## src/rtl/spi_rx_word_fifo_pkg.sv

```systemverilog
// ---------------------------------------------------------------------------
// spi_rx_word_fifo_pkg
//   Shared constants for the SPI slave receive path: SPI mode encoding
//   (MODE0..MODE3 -> CPOL/CPHA), default word/FIFO sizes and the idle levels
//   the pin synchronisers are preset to.
// ---------------------------------------------------------------------------
package spi_rx_word_fifo_pkg;

    // Mode number is {CPOL, CPHA}, the usual SPI numbering.
    typedef enum logic [1:0] {
        MODE0 = 2'b00,
        MODE1 = 2'b01,
        MODE2 = 2'b10,
        MODE3 = 2'b11
    } spi_mode_e;

    localparam int   DEF_WORD_W = 8;
    localparam int   DEF_DEPTH  = 4;

    // Idle pin levels: CS deasserted (high), MOSI pulled high.
    localparam logic CS_IDLE = 1'b1;
    localparam logic DI_IDLE = 1'b1;

    function automatic logic mode_cpol(input spi_mode_e m);
        return m[1];
    endfunction

    function automatic logic mode_cpha(input spi_mode_e m);
        return m[0];
    endfunction

endpackage

```

## src/rtl/spi_rx_word_fifo_if.sv

```systemverilog
// ---------------------------------------------------------------------------
// spi_rx_word_fifo_if
//   Downstream side of the SPI receive path: show-ahead word stream with
//   valid/ready, occupancy and status flags.
//   master : the receiver (drives m_data, m_valid, level, overflow, frame_err)
//   slave  : the consumer  (drives m_ready, clr_ovf)
// ---------------------------------------------------------------------------
interface spi_rx_word_fifo_if #(
    parameter int WORD_W = 8,
    parameter int DEPTH  = 4
);
    localparam int LW = $clog2(DEPTH + 1);

    logic [WORD_W-1:0] m_data;
    logic              m_valid;
    logic              m_ready;
    logic [LW-1:0]     level;
    logic              overflow;
    logic              clr_ovf;
    logic              frame_err;

    modport master (
        output m_data, m_valid, level, overflow, frame_err,
        input  m_ready, clr_ovf
    );

    modport slave (
        input  m_data, m_valid, level, overflow, frame_err,
        output m_ready, clr_ovf
    );

endinterface

```

## src/rtl/spi_rx_word_fifo_sync_fifo.sv

```systemverilog
// ---------------------------------------------------------------------------
// sync_fifo
//   Single-clock show-ahead FIFO, WORD_W x DEPTH (DEPTH a power of two).
//   Pointers carry one extra wrap bit so full/empty need no separate counter.
//   Ports:
//     CLK, reset      clock, async active-low reset
//     push, wdata     write request / data (ignored when full unless popping)
//     pop             read request (ignored when empty)
//     rdata           head word, 0 while empty
//     empty, full     occupancy flags
//     level           words stored, 0..DEPTH
// ---------------------------------------------------------------------------
module sync_fifo #(
    parameter int WORD_W = 8,
    parameter int DEPTH  = 4,
    localparam int AW    = $clog2(DEPTH),
    localparam int LW    = $clog2(DEPTH + 1)
) (
    input  logic              CLK,
    input  logic              reset,
    input  logic              push,
    input  logic [WORD_W-1:0] wdata,
    input  logic              pop,
    output logic [WORD_W-1:0] rdata,
    output logic              empty,
    output logic              full,
    output logic [LW-1:0]     level
);

    logic [AW:0]       wr_ptr, rd_ptr;
    logic [WORD_W-1:0] mem [DEPTH];
    logic              do_push, do_pop;

    assign empty = (wr_ptr == rd_ptr);
    assign full  = (wr_ptr[AW] != rd_ptr[AW]) && (wr_ptr[AW-1:0] == rd_ptr[AW-1:0]);
    assign level = LW'(wr_ptr - rd_ptr);

    // A pop frees the slot this cycle, so a push into a full FIFO still
    // lands when it coincides with a pop.
    assign do_pop  = pop & ~empty;
    assign do_push = push & (~full | do_pop);

    always_ff @(posedge CLK or negedge reset) begin
        if (!reset) begin
            wr_ptr <= '0;
            rd_ptr <= '0;
        end else begin
            if (do_push) wr_ptr <= wr_ptr + 1'b1;
            if (do_pop)  rd_ptr <= rd_ptr + 1'b1;
        end
    end

    // Storage has no reset; rdata is masked while empty so stale or
    // uninitialised entries never reach the output.
    always_ff @(posedge CLK) begin
        if (do_push) mem[wr_ptr[AW-1:0]] <= wdata;
    end

    assign rdata = empty ? '0 : mem[rd_ptr[AW-1:0]];

endmodule

```

## src/rtl/spi_rx_word_fifo.sv

```systemverilog
// ---------------------------------------------------------------------------
// spi_rx_word_fifo
//   SPI slave receive path. SCK/CS/DI are oversampled on CLK (CLK >= 4x SCK),
//   WORD_W-bit words are deserialised in the selected CPOL/CPHA mode and bit
//   order, and completed words are queued in a show-ahead FIFO.
//   Ports:
//     CLK        system clock
//     reset      asynchronous active-low reset
//     enable     1: receiver active; 0: deserialiser idle, FIFO still drains
//     SCK,CS,DI  asynchronous SPI pins (CS active-low)
//     bus        downstream stream: m_data/m_valid/m_ready, level,
//                sticky overflow (cleared by clr_ovf), frame_err pulse
// ---------------------------------------------------------------------------
module spi_rx_word_fifo
    import spi_rx_word_fifo_pkg::*;
#(
    parameter int WORD_W      = DEF_WORD_W,
    parameter int DEPTH       = DEF_DEPTH,
    parameter bit CPOL        = 1'b0,
    parameter bit CPHA        = 1'b0,
    parameter bit LSB_FIRST   = 1'b0,
    parameter int SYNC_STAGES = 2
) (
    input  logic               CLK,
    input  logic               reset,
    input  logic               enable,
    input  logic               SCK,
    input  logic               CS,
    input  logic               DI,
    spi_rx_word_fifo_if.master bus
);

    localparam int            CW       = $clog2(WORD_W);
    localparam int            LW       = $clog2(DEPTH + 1);
    localparam logic [CW-1:0] LAST_BIT = CW'(WORD_W - 1);

    // ---------------------------------------------------------------
    // Pin synchronisers, preset to the idle bus so that reset release
    // never looks like an SCK edge or a CS assertion.
    // ---------------------------------------------------------------
    logic [SYNC_STAGES-1:0] sck_sync, cs_sync, di_sync;
    logic                   sck_s, cs_s, di_s, sck_prev;

    always_ff @(posedge CLK or negedge reset) begin
        if (!reset) begin
            sck_sync <= {SYNC_STAGES{CPOL}};
            cs_sync  <= {SYNC_STAGES{CS_IDLE}};
            di_sync  <= {SYNC_STAGES{DI_IDLE}};
            sck_prev <= CPOL;
        end else begin
            sck_sync <= {sck_sync[SYNC_STAGES-2:0], SCK};
            cs_sync  <= {cs_sync[SYNC_STAGES-2:0], CS};
            di_sync  <= {di_sync[SYNC_STAGES-2:0], DI};
            sck_prev <= sck_s;
        end
    end

    assign sck_s = sck_sync[SYNC_STAGES-1];
    assign cs_s  = cs_sync[SYNC_STAGES-1];
    assign di_s  = di_sync[SYNC_STAGES-1];

    // Leading edge leaves the idle level, trailing edge returns to it.
    logic lead_edge, trail_edge, sample_edge;

    assign lead_edge   = (sck_prev == CPOL) && (sck_s != CPOL);
    assign trail_edge  = (sck_prev != CPOL) && (sck_s == CPOL);
    assign sample_edge = CPHA ? trail_edge : lead_edge;

    // ---------------------------------------------------------------
    // Deserialiser: bit counter + shift register.
    // ---------------------------------------------------------------
    logic [CW-1:0]     bit_cnt, bit_cnt_d;
    logic [WORD_W-1:0] shift_q, shift_d, shift_in;
    logic              rx_idle, push, frame_err_d, frame_err_q;

    assign rx_idle  = cs_s | ~enable;
    assign shift_in = LSB_FIRST ? {di_s, shift_q[WORD_W-1:1]}
                                : {shift_q[WORD_W-2:0], di_s};

    always_comb begin
        bit_cnt_d   = bit_cnt;
        shift_d     = shift_q;
        push        = 1'b0;
        frame_err_d = 1'b0;
        // Idle wins over a coincident sample edge, so the edge that races
        // a CS rise (or enable fall) is dropped along with the partial word.
        if (rx_idle) begin
            bit_cnt_d   = '0;
            shift_d     = '1;
            frame_err_d = (bit_cnt != '0);
        end else if (sample_edge) begin
            if (bit_cnt == LAST_BIT) begin
                // Final bit goes straight into the FIFO from shift_in; the
                // counter rearms so back-to-back words need no CS toggle.
                push      = 1'b1;
                bit_cnt_d = '0;
                shift_d   = '1;
            end else begin
                bit_cnt_d = bit_cnt + 1'b1;
                shift_d   = shift_in;
            end
        end
    end

    always_ff @(posedge CLK or negedge reset) begin
        if (!reset) begin
            bit_cnt     <= '0;
            shift_q     <= '1;
            frame_err_q <= 1'b0;
        end else begin
            bit_cnt     <= bit_cnt_d;
            shift_q     <= shift_d;
            frame_err_q <= frame_err_d;
        end
    end

    // ---------------------------------------------------------------
    // Word FIFO and overflow flag.
    // ---------------------------------------------------------------
    logic [WORD_W-1:0] fifo_rdata;
    logic              fifo_empty, fifo_full, drop, overflow_q;
    logic [LW-1:0]     fifo_level;

    sync_fifo #(
        .WORD_W (WORD_W),
        .DEPTH  (DEPTH)
    ) u_fifo (
        .CLK    (CLK),
        .reset  (reset),
        .push   (push),
        .wdata  (shift_in),
        .pop    (bus.m_ready),
        .rdata  (fifo_rdata),
        .empty  (fifo_empty),
        .full   (fifo_full),
        .level  (fifo_level)
    );

    // Same rule the FIFO uses to accept: full with a pop still takes the word.
    assign drop = push & fifo_full & ~bus.m_ready;

    always_ff @(posedge CLK or negedge reset) begin
        if (!reset) begin
            overflow_q <= 1'b0;
        end else if (drop) begin
            overflow_q <= 1'b1;
        end else if (bus.clr_ovf) begin
            overflow_q <= 1'b0;
        end
    end

    assign bus.m_data    = fifo_rdata;
    assign bus.m_valid   = ~fifo_empty;
    assign bus.level     = fifo_level;
    assign bus.overflow  = overflow_q;
    assign bus.frame_err = frame_err_q;

endmodule

```

## src/flat_wrapper.sv

```systemverilog
// flat-port wrapper written by rule: the top's interface ports become plain ports
module spi_rx_word_fifo_flat import spi_rx_word_fifo_pkg::*;
#(
    parameter int WORD_W      = DEF_WORD_W,
    parameter int DEPTH       = DEF_DEPTH,
    parameter bit CPOL        = 1'b0,
    parameter bit CPHA        = 1'b0,
    parameter bit LSB_FIRST   = 1'b0,
    parameter int SYNC_STAGES = 2
)
  (CLK, reset, enable, SCK, CS, DI, bus_m_data, bus_m_valid, bus_level, bus_overflow, bus_frame_err, bus_m_ready, bus_clr_ovf);
  spi_rx_word_fifo_if #(.WORD_W(WORD_W), .DEPTH(DEPTH)) bus_i ();
  input  logic CLK;
  input  logic reset;
  input  logic enable;
  input  logic SCK;
  input  logic CS;
  input  logic DI;
  output wire logic [$bits(bus_i.m_data)-1:0] bus_m_data;
  output wire logic [$bits(bus_i.m_valid)-1:0] bus_m_valid;
  output wire logic [$bits(bus_i.level)-1:0] bus_level;
  output wire logic [$bits(bus_i.overflow)-1:0] bus_overflow;
  output wire logic [$bits(bus_i.frame_err)-1:0] bus_frame_err;
  input wire logic [$bits(bus_i.m_ready)-1:0] bus_m_ready;
  input wire logic [$bits(bus_i.clr_ovf)-1:0] bus_clr_ovf;
  assign bus_m_data = bus_i.m_data;
  assign bus_m_valid = bus_i.m_valid;
  assign bus_level = bus_i.level;
  assign bus_overflow = bus_i.overflow;
  assign bus_frame_err = bus_i.frame_err;
  assign bus_i.m_ready = bus_m_ready;
  assign bus_i.clr_ovf = bus_clr_ovf;
  spi_rx_word_fifo #(.WORD_W(WORD_W), .DEPTH(DEPTH), .CPOL(CPOL), .CPHA(CPHA), .LSB_FIRST(LSB_FIRST), .SYNC_STAGES(SYNC_STAGES)) u_core (.CLK(CLK), .reset(reset), .enable(enable), .SCK(SCK), .CS(CS), .DI(DI), .bus(bus_i));
endmodule
```

## config.mk

```make
export PLATFORM = sky130hd
export DESIGN_NAME = spi_rx_word_fifo_flat
export DESIGN_NICKNAME = d
export VERILOG_FILES = /design/src/rtl/spi_rx_word_fifo_pkg.sv /design/src/rtl/spi_rx_word_fifo_if.sv /design/src/rtl/spi_rx_word_fifo_sync_fifo.sv /design/src/rtl/spi_rx_word_fifo.sv /design/src/flat_wrapper.sv
export SDC_FILE = /design/constraint.sdc
export NUM_CORES = 1
export LEC_CHECK = 0
export BUFFER_PORTS_ARGS = -buffer_cell sky130_fd_sc_hd__buf_2
export CAP_MARGIN = 20
export CORE_MARGIN = 4
export CORE_UTILIZATION = 55
export CTS_BUF_LIST = sky130_fd_sc_hd__clkbuf_2 sky130_fd_sc_hd__clkbuf_4 sky130_fd_sc_hd__clkbuf_8
export DETAILED_ROUTE_END_ITERATION = 16
export PLACE_DENSITY = 0.77
export SLEW_MARGIN = 20
export SYNTH_ARGS = -nofsm -noshare
export SYNTH_HDL_FRONTEND = slang
export SYNTH_SLANG_ARGS = --single-unit
```

## constraint.sdc

```tcl
create_clock -name CLK -period 5.9 [get_ports CLK]
set_input_delay 1.18 -clock CLK [delete_from_list [all_inputs] [get_ports CLK]]
set_output_delay 1.18 -clock CLK [all_outputs]
set_load 0.1 [all_outputs]
```

; ---- Word-level counts from Yosys, hierarchy flattened
; Memory sizes are Yosys's and may differ from the RTL's.
; Index checks and enable logic that the tools add are counted.
[classes]
addsub = 4
eq_ne = 4
muxes = 15
bitwise_logic = 11
n_reduce_logical = 5
[op_table]
columns = cell, n
row1 = two-way mux 7 bit, 3
row2 = adder 3 x 1 -> 3 bit (second input constant), 3
row3 = two-way mux 3 bit, 3
row4 = two-way mux 1 bit, 8
row5 = two-way mux 8 bit, 1
row6 = NOT 1 bit, 5
row7 = bitwise AND 1 bit, 4
row8 = nonzero test 2 bit, 2
row9 = == test 3 bit, 1
row10 = == test 3 bit (second input constant), 1
row11 = nonzero test 3 bit, 1
row12 = subtractor 3 bit, 1
row13 = == test 2 bit, 1
row14 = logical AND 1 bit, 2
row15 = bitwise OR 1 bit, 2
row16 = inequality test 1 bit, 1
[word_totals]
ff_bits = 25
ram_bits = 32
in_bits = 8
output_inout_bits = 14
mem_count = 1
[memory_table]
columns = memory, words, word_bits, read_ports, rd_ports_with_merged_regs, wr, line_no
row1 = u_core.u_fifo.mem, 4, 8, 1, 0, 1, spi_rx_word_fifo_sync_fifo.sv:31  ; logic [WORD_W-1:0] mem [DEPTH];

; ---- Depth between registers and ports, before layout
[logic_depth]
ltp_word = 7
mapped_depth = 7
depth_no_buf = 6

; ---- Modules after synthesis
; From an unflattened synthesis, not the netlist that was laid out.
[hier_totals]
cells_unflattened = 163
area_unflattened_um2 = 2436.1
[modules_own_cells]
columns = module, instances, cells_per_inst, area_each_um2, seq_area_each_um2
row1 = sync_fifo, 1, 95, 1665.3, 1111.1
row2 = spi_rx_word_fifo, 1, 68, 770.7, 489.2

; ---- Worst setup path before layout
; Ideal clock, no wire load.
[synth_path]
kind = reg2out
from = register u_core.u_fifo.wr_ptr[0]
to = output bus_level[2]
t_arrival_ns = 2.605
required_time_ns = 4.720
slack_ns = 2.115
path_stages_with_launch = 5
n_path_buf = 0
cell_sequence = dfrtp_1 -> inv_1 -> ha_1 -> fa_1 -> xnor2_1
[synth_between]
elab_chain_len = 1
[synth_lines]
columns = element, line_no
row1 = start: declaration, spi_rx_word_fifo_sync_fifo.sv:30  ; logic [AW:0] wr_ptr, rd_ptr;
row2 = start signal: assignment, spi_rx_word_fifo_sync_fifo.sv:48  ; if (do_push) wr_ptr <= wr_ptr + 1'b1;
row3 = subtractor 3 bit, spi_rx_word_fifo_sync_fifo.sv:36  ; assign level = LW'(wr_ptr - rd_ptr);
row4 = end: declaration, flat_wrapper.sv:21  ; output wire logic [$bits(bus_i.level)-1:0] bus_level;
; No other way between the ends.

; ---- Worst setup path after layout
[layout_path]
from = register u_core.u_fifo.rd_ptr[0]
to = output bus_m_data[1]
[layout_between]
elab_chain_len = 2
[layout_lines]
columns = element, line_no
row1 = start: declaration, spi_rx_word_fifo_sync_fifo.sv:30
row2 = start signal: assignment, spi_rx_word_fifo_sync_fifo.sv:49  ; if (do_pop) rd_ptr <= rd_ptr + 1'b1;
row3 = memory (4 x 8 bit) or == test 3 bit (tied branches), n/a
row4 = two-way mux 8 bit *, spi_rx_word_fifo_sync_fifo.sv:59  ; assign rdata = empty ? '0 : mem[rd_ptr[AW-1:0]];
row5 = end: declaration, flat_wrapper.sv:19  ; output wire logic [$bits(bus_i.m_data)-1:0] bus_m_data;
; Every way passes the cells marked *; elsewhere a longest branch is shown, timed or not.

==> key figures <==
Outcome
  • Run status: completed

Pwr
  • VDD IR-drop max: 0.2405 mV
  • Cell Pwr Density: 473.8 nW/um^2
  • Static Leak: 0.9469 nW

Hold path
  • Worst Hold End: u_core.sck_sync[1]$_DFF_PN0_
  • Hold Crit Class: reg2reg
  • Hold Path Origin: u_core.sck_sync[0]$_DFF_PN0_
  • Worst hold path depth: 0

Worst setup path
  • CP Launch Type: flop
  • Reg-to-Reg Start: u_core.u_fifo.rd_ptr[1]$_DFFE_PN0P_
  • Crit-path slowest cell: dfrtp_1
  • Crit path largest cell delay: 0.74 ns
  • Setup slack, reg-to-reg: 3.78 ns
  • Worst Reg-to-Reg Cells: 5
  • Critical path required time: 4.72 ns
  • Setup Crit Path Kind: reg2out
  • CP endpoint kind: output pin
  • RR Endpoint: u_core.u_fifo.rd_ptr[1]$_DFFE_PN0P_
  • Critical Path, Cell by Cell: ha_1 > nand3_1 > and2_1 > buf_2
  • Crit Path Max Fanout: 11
  • Critical Path AT: 2.41 ns

STA
  • Finish-stage setup viols: 0
  • Period minus WS final: 3.587 ns
  • Final hold violation count: 0
  • Worst-Margin Slew: 0.6186 ns
  • Unrepaired setup endpoints after global routing: false
  • Final period util: 0.6080
  • Layout Skew: 0.008014 ns
  • Setup TNS: 0 ns
  • Max-slew violation count: 0
  • Final worst setup slack: 2.313 ns
  • Slew headroom: 0.5876
  • Max Fclk: 278.7 MHz

Placed design
  • Dpl hpwl: 2503 um
  • Pre-CTS setup slack: 2.603 ns
  • Input/output buffers: 21
  • Placer congestion estimate: 0.7314

Job
  • Max Cap Viol: 0

Die
  • Initial Util: 0.5742
  • Die Ht: 73.09 um
  • # rows: 23
  • Core area: 4058 um^2
  • Die width: 73.09 um
  • Die area: 5341 um^2
  • IO Count: 22

Synthesis
  • #FFs+latches synth: 57
  • Seq/Total Area, Yosys: 0.6869
  • Ys Warns: 0
  • Post-Syn Area per Cell: 16.88 um^2
  • Yosys cell types: 27
  • Synth Net Count: 157
  • Mapped cell area: 2330 um^2
  • Mapped Cells: 138

CTS
  • H-tree depth: 3
  • CTS tree: done
  • Clk root buf: clkbuf_8
  • Clk sink count: 57
  • Clock slew at reported path FFs: 0.06 ns
  • Resize count post-CTS: 0
  • Worst-Skew Late Latency: 0.33 ns
  • Hold buffer count at cts: 0
  • CTS max path bufs: 2
  • CTS Buf Count: 9
  • # Post-CTS Setup Buffers: 0

Final layout
  • Share of layout cells above drive strength 1: 0.3605
  • Layout net count: 186
  • Ant. Diodes: 0
  • Area grow syn2layout: 14.77%

Global routing
  • Initial antenna violation count: 0
  • Total gr overflow: 0
  • GR Util All Layers: 0.1574
  • First-pass GRT wire length: 5913 um
  • Vias in the first global route: 1263
  • Largest net degree at the start of global routing: 26

Route
  • Wire per inst: 16.29 um
  • WL final: 3617 um
  • Final ANT Viol Nets: 0
  • Residual DRC count: 0
  • DR vias/cell: 5.387
  • Drt pass-1 iters: 4
  • Iter 0 DRT Violations: 47
  • Via count: 1196
[worst max-delay path: cells and delay by family, from the launching register on]
family | cells | cell delay, ns
AND/OR/NAND/NOR | 2 | 0.54
flip-flops | 1 | 0.74
buffers and inverters | 1 | 0.43
adder cells (fa/ha/maj) | 1 | 0.38
[through the flow]
| stage | hold WS, ns | std cells | total power [mW] | utilization | instance area, um^2 |
|---|---|---|---|---|---|
| final | 0.3516 | 222 | 1.267 | 0.6590 | 2674 |
| after CTS | 0.3580 | 222 | 1.282 | 0.6590 | 2674 |
| after global routing | 0.3671 | 222 | 1.321 | 0.6590 | 2674 |
| after floorplan | 0.3312 | 138 | 0.8718 | - | 2330 |
| after global placement | 0.3457 | 206 | 0.9307 | 0.6121 | 2484 |
| after detailed placement | 0.3373 | 206 | 0.9408 | 0.6121 | 2484 |
[per-layer routing]
layer	GRT usage	wire [um]	vias up
li1	-	-	558
met3	0.04132	164	11
met1	0.1809	1516	599
met2	0.2542	1824	28
met5	0	0	-
met4	0.1107	112	0
[registers in the layout (all words and copies together), names as in the netlist]
signal,count
u_core.bit_cnt,3
u_core.u_fifo.rd_ptr,3
u_core.shift_q,7
u_core.u_fifo.wr_ptr,3
u_core.u_fifo.mem,32
u_core.bus.overflow,1
u_core.bus.frame_err,1
u_core.sck_prev,1
u_core.di_sync,2
u_core.sck_sync,2
u_core.cs_sync,2
[synth_stat cells]
| cell | count | area (um^2) |
|---|---|---|
| xor2_1 | 1 | 8.760 |
| dfstp_2 | 11 | 289.0 |
| clkbuf_1 | 1 | 3.750 |
| edfxtp_1 | 32 | 960.9 |
| o22a_1 | 7 | 61.31 |
| xnor2_1 | 5 | 43.79 |
| o21ai_0 | 2 | 10.01 |
| and2_4 | 1 | 8.760 |
| mux2i_1 | 2 | 20.02 |
| and2_2 | 3 | 22.52 |
| mux2_2 | 1 | 11.26 |
| inv_1 | 9 | 33.78 |
| dfrtp_1 | 14 | 350.3 |
| nor2b_1 | 1 | 6.260 |
| o311a_4 | 1 | 21.27 |
| and2_1 | 8 | 50.05 |
| and4bb_2 | 1 | 12.51 |
| nor2_1 | 3 | 11.26 |
| mux4_2 | 8 | 180.2 |
| a21oi_1 | 2 | 10.01 |
| fa_1 | 1 | 20.02 |
| nor3_1 | 2 | 10.01 |
| nand2b_1 | 3 | 18.77 |
| buf_2 | 2 | 10.01 |
| nand2_1 | 4 | 15.01 |
| ha_1 | 10 | 125.1 |
| nand3_1 | 3 | 15.01 |
[power by group]
| part | internal, mW | switching [mW] |
|---|---|---|
| Clock | 0.196 | 0.142 |
| Combinational | 0.0940 | 0.358 |
| Sequential | 0.434 | 0.0426 |
| Total | 0.724 | 0.543 |
[kinds of logic (layout without fill, tap and decap cells)]
logic type,count (synthesis),in the layout,share of synthesized area
buffers and inverters,12,46,0.02041
DFF,57,57,0.6869
xor gates and xnor gates,6,6,0.02256
muxes,11,11,0.09076
adders and majority gates,11,11,0.06230
AOI/OAI and AO/OA,12,12,0.04404
and+or+nand+nor,29,29,0.07304
[how the worst max path moves through the flow]
stage                                        start            end  depth (start not counted)
2_1_floorplan  u_core.u_fifo.wr_ptr[0]$_DFFE_PN0P_   bus_level[2]                          4
3_3_place_gp   u_core.u_fifo.rd_ptr[0]$_DFFE_PN0P_  bus_m_data[6]                          4
3_5_place_dp   u_core.u_fifo.rd_ptr[0]$_DFFE_PN0P_  bus_m_data[1]                          4
4_1_cts        u_core.u_fifo.rd_ptr[0]$_DFFE_PN0P_  bus_m_data[1]                          4
5_1_grt        u_core.u_fifo.rd_ptr[0]$_DFFE_PN0P_  bus_m_data[0]                          4
6_report       u_core.u_fifo.rd_ptr[0]$_DFFE_PN0P_  bus_m_data[1]                          4
[layout by cell type, fill, tap and decap left out, types with 3 or more instances in the layout]
cell and n:
and2_1 8, and2_2 3, buf_2 21, clkbuf_8 9, dfrtp_1 14, dfstp_2 11
edfxtp_1 32, ha_1 10, inv_1 9, mux4_2 8, nand2_1 4, nand2b_1 3
nand3_1 3, nor2_1 3, o22a_1 7, xnor2_1 5
[cell type report]
| class | count | area [um^2] |
|---|---|---|
| Timing Repair Buffer | 21 | 105.1 |
| Clock buffer | 10 | 131.4 |
| Inverter | 9 | 33.78 |
| Clock inverter | 6 | 58.81 |
| Multi-Input combinational cell | 69 | 681.9 |
| Fill cell | 288 | 1384 |
| Sequential cell | 57 | 1600 |
| Tap cell | 50 | 62.56 |
(Power assumes the default switching activity.)
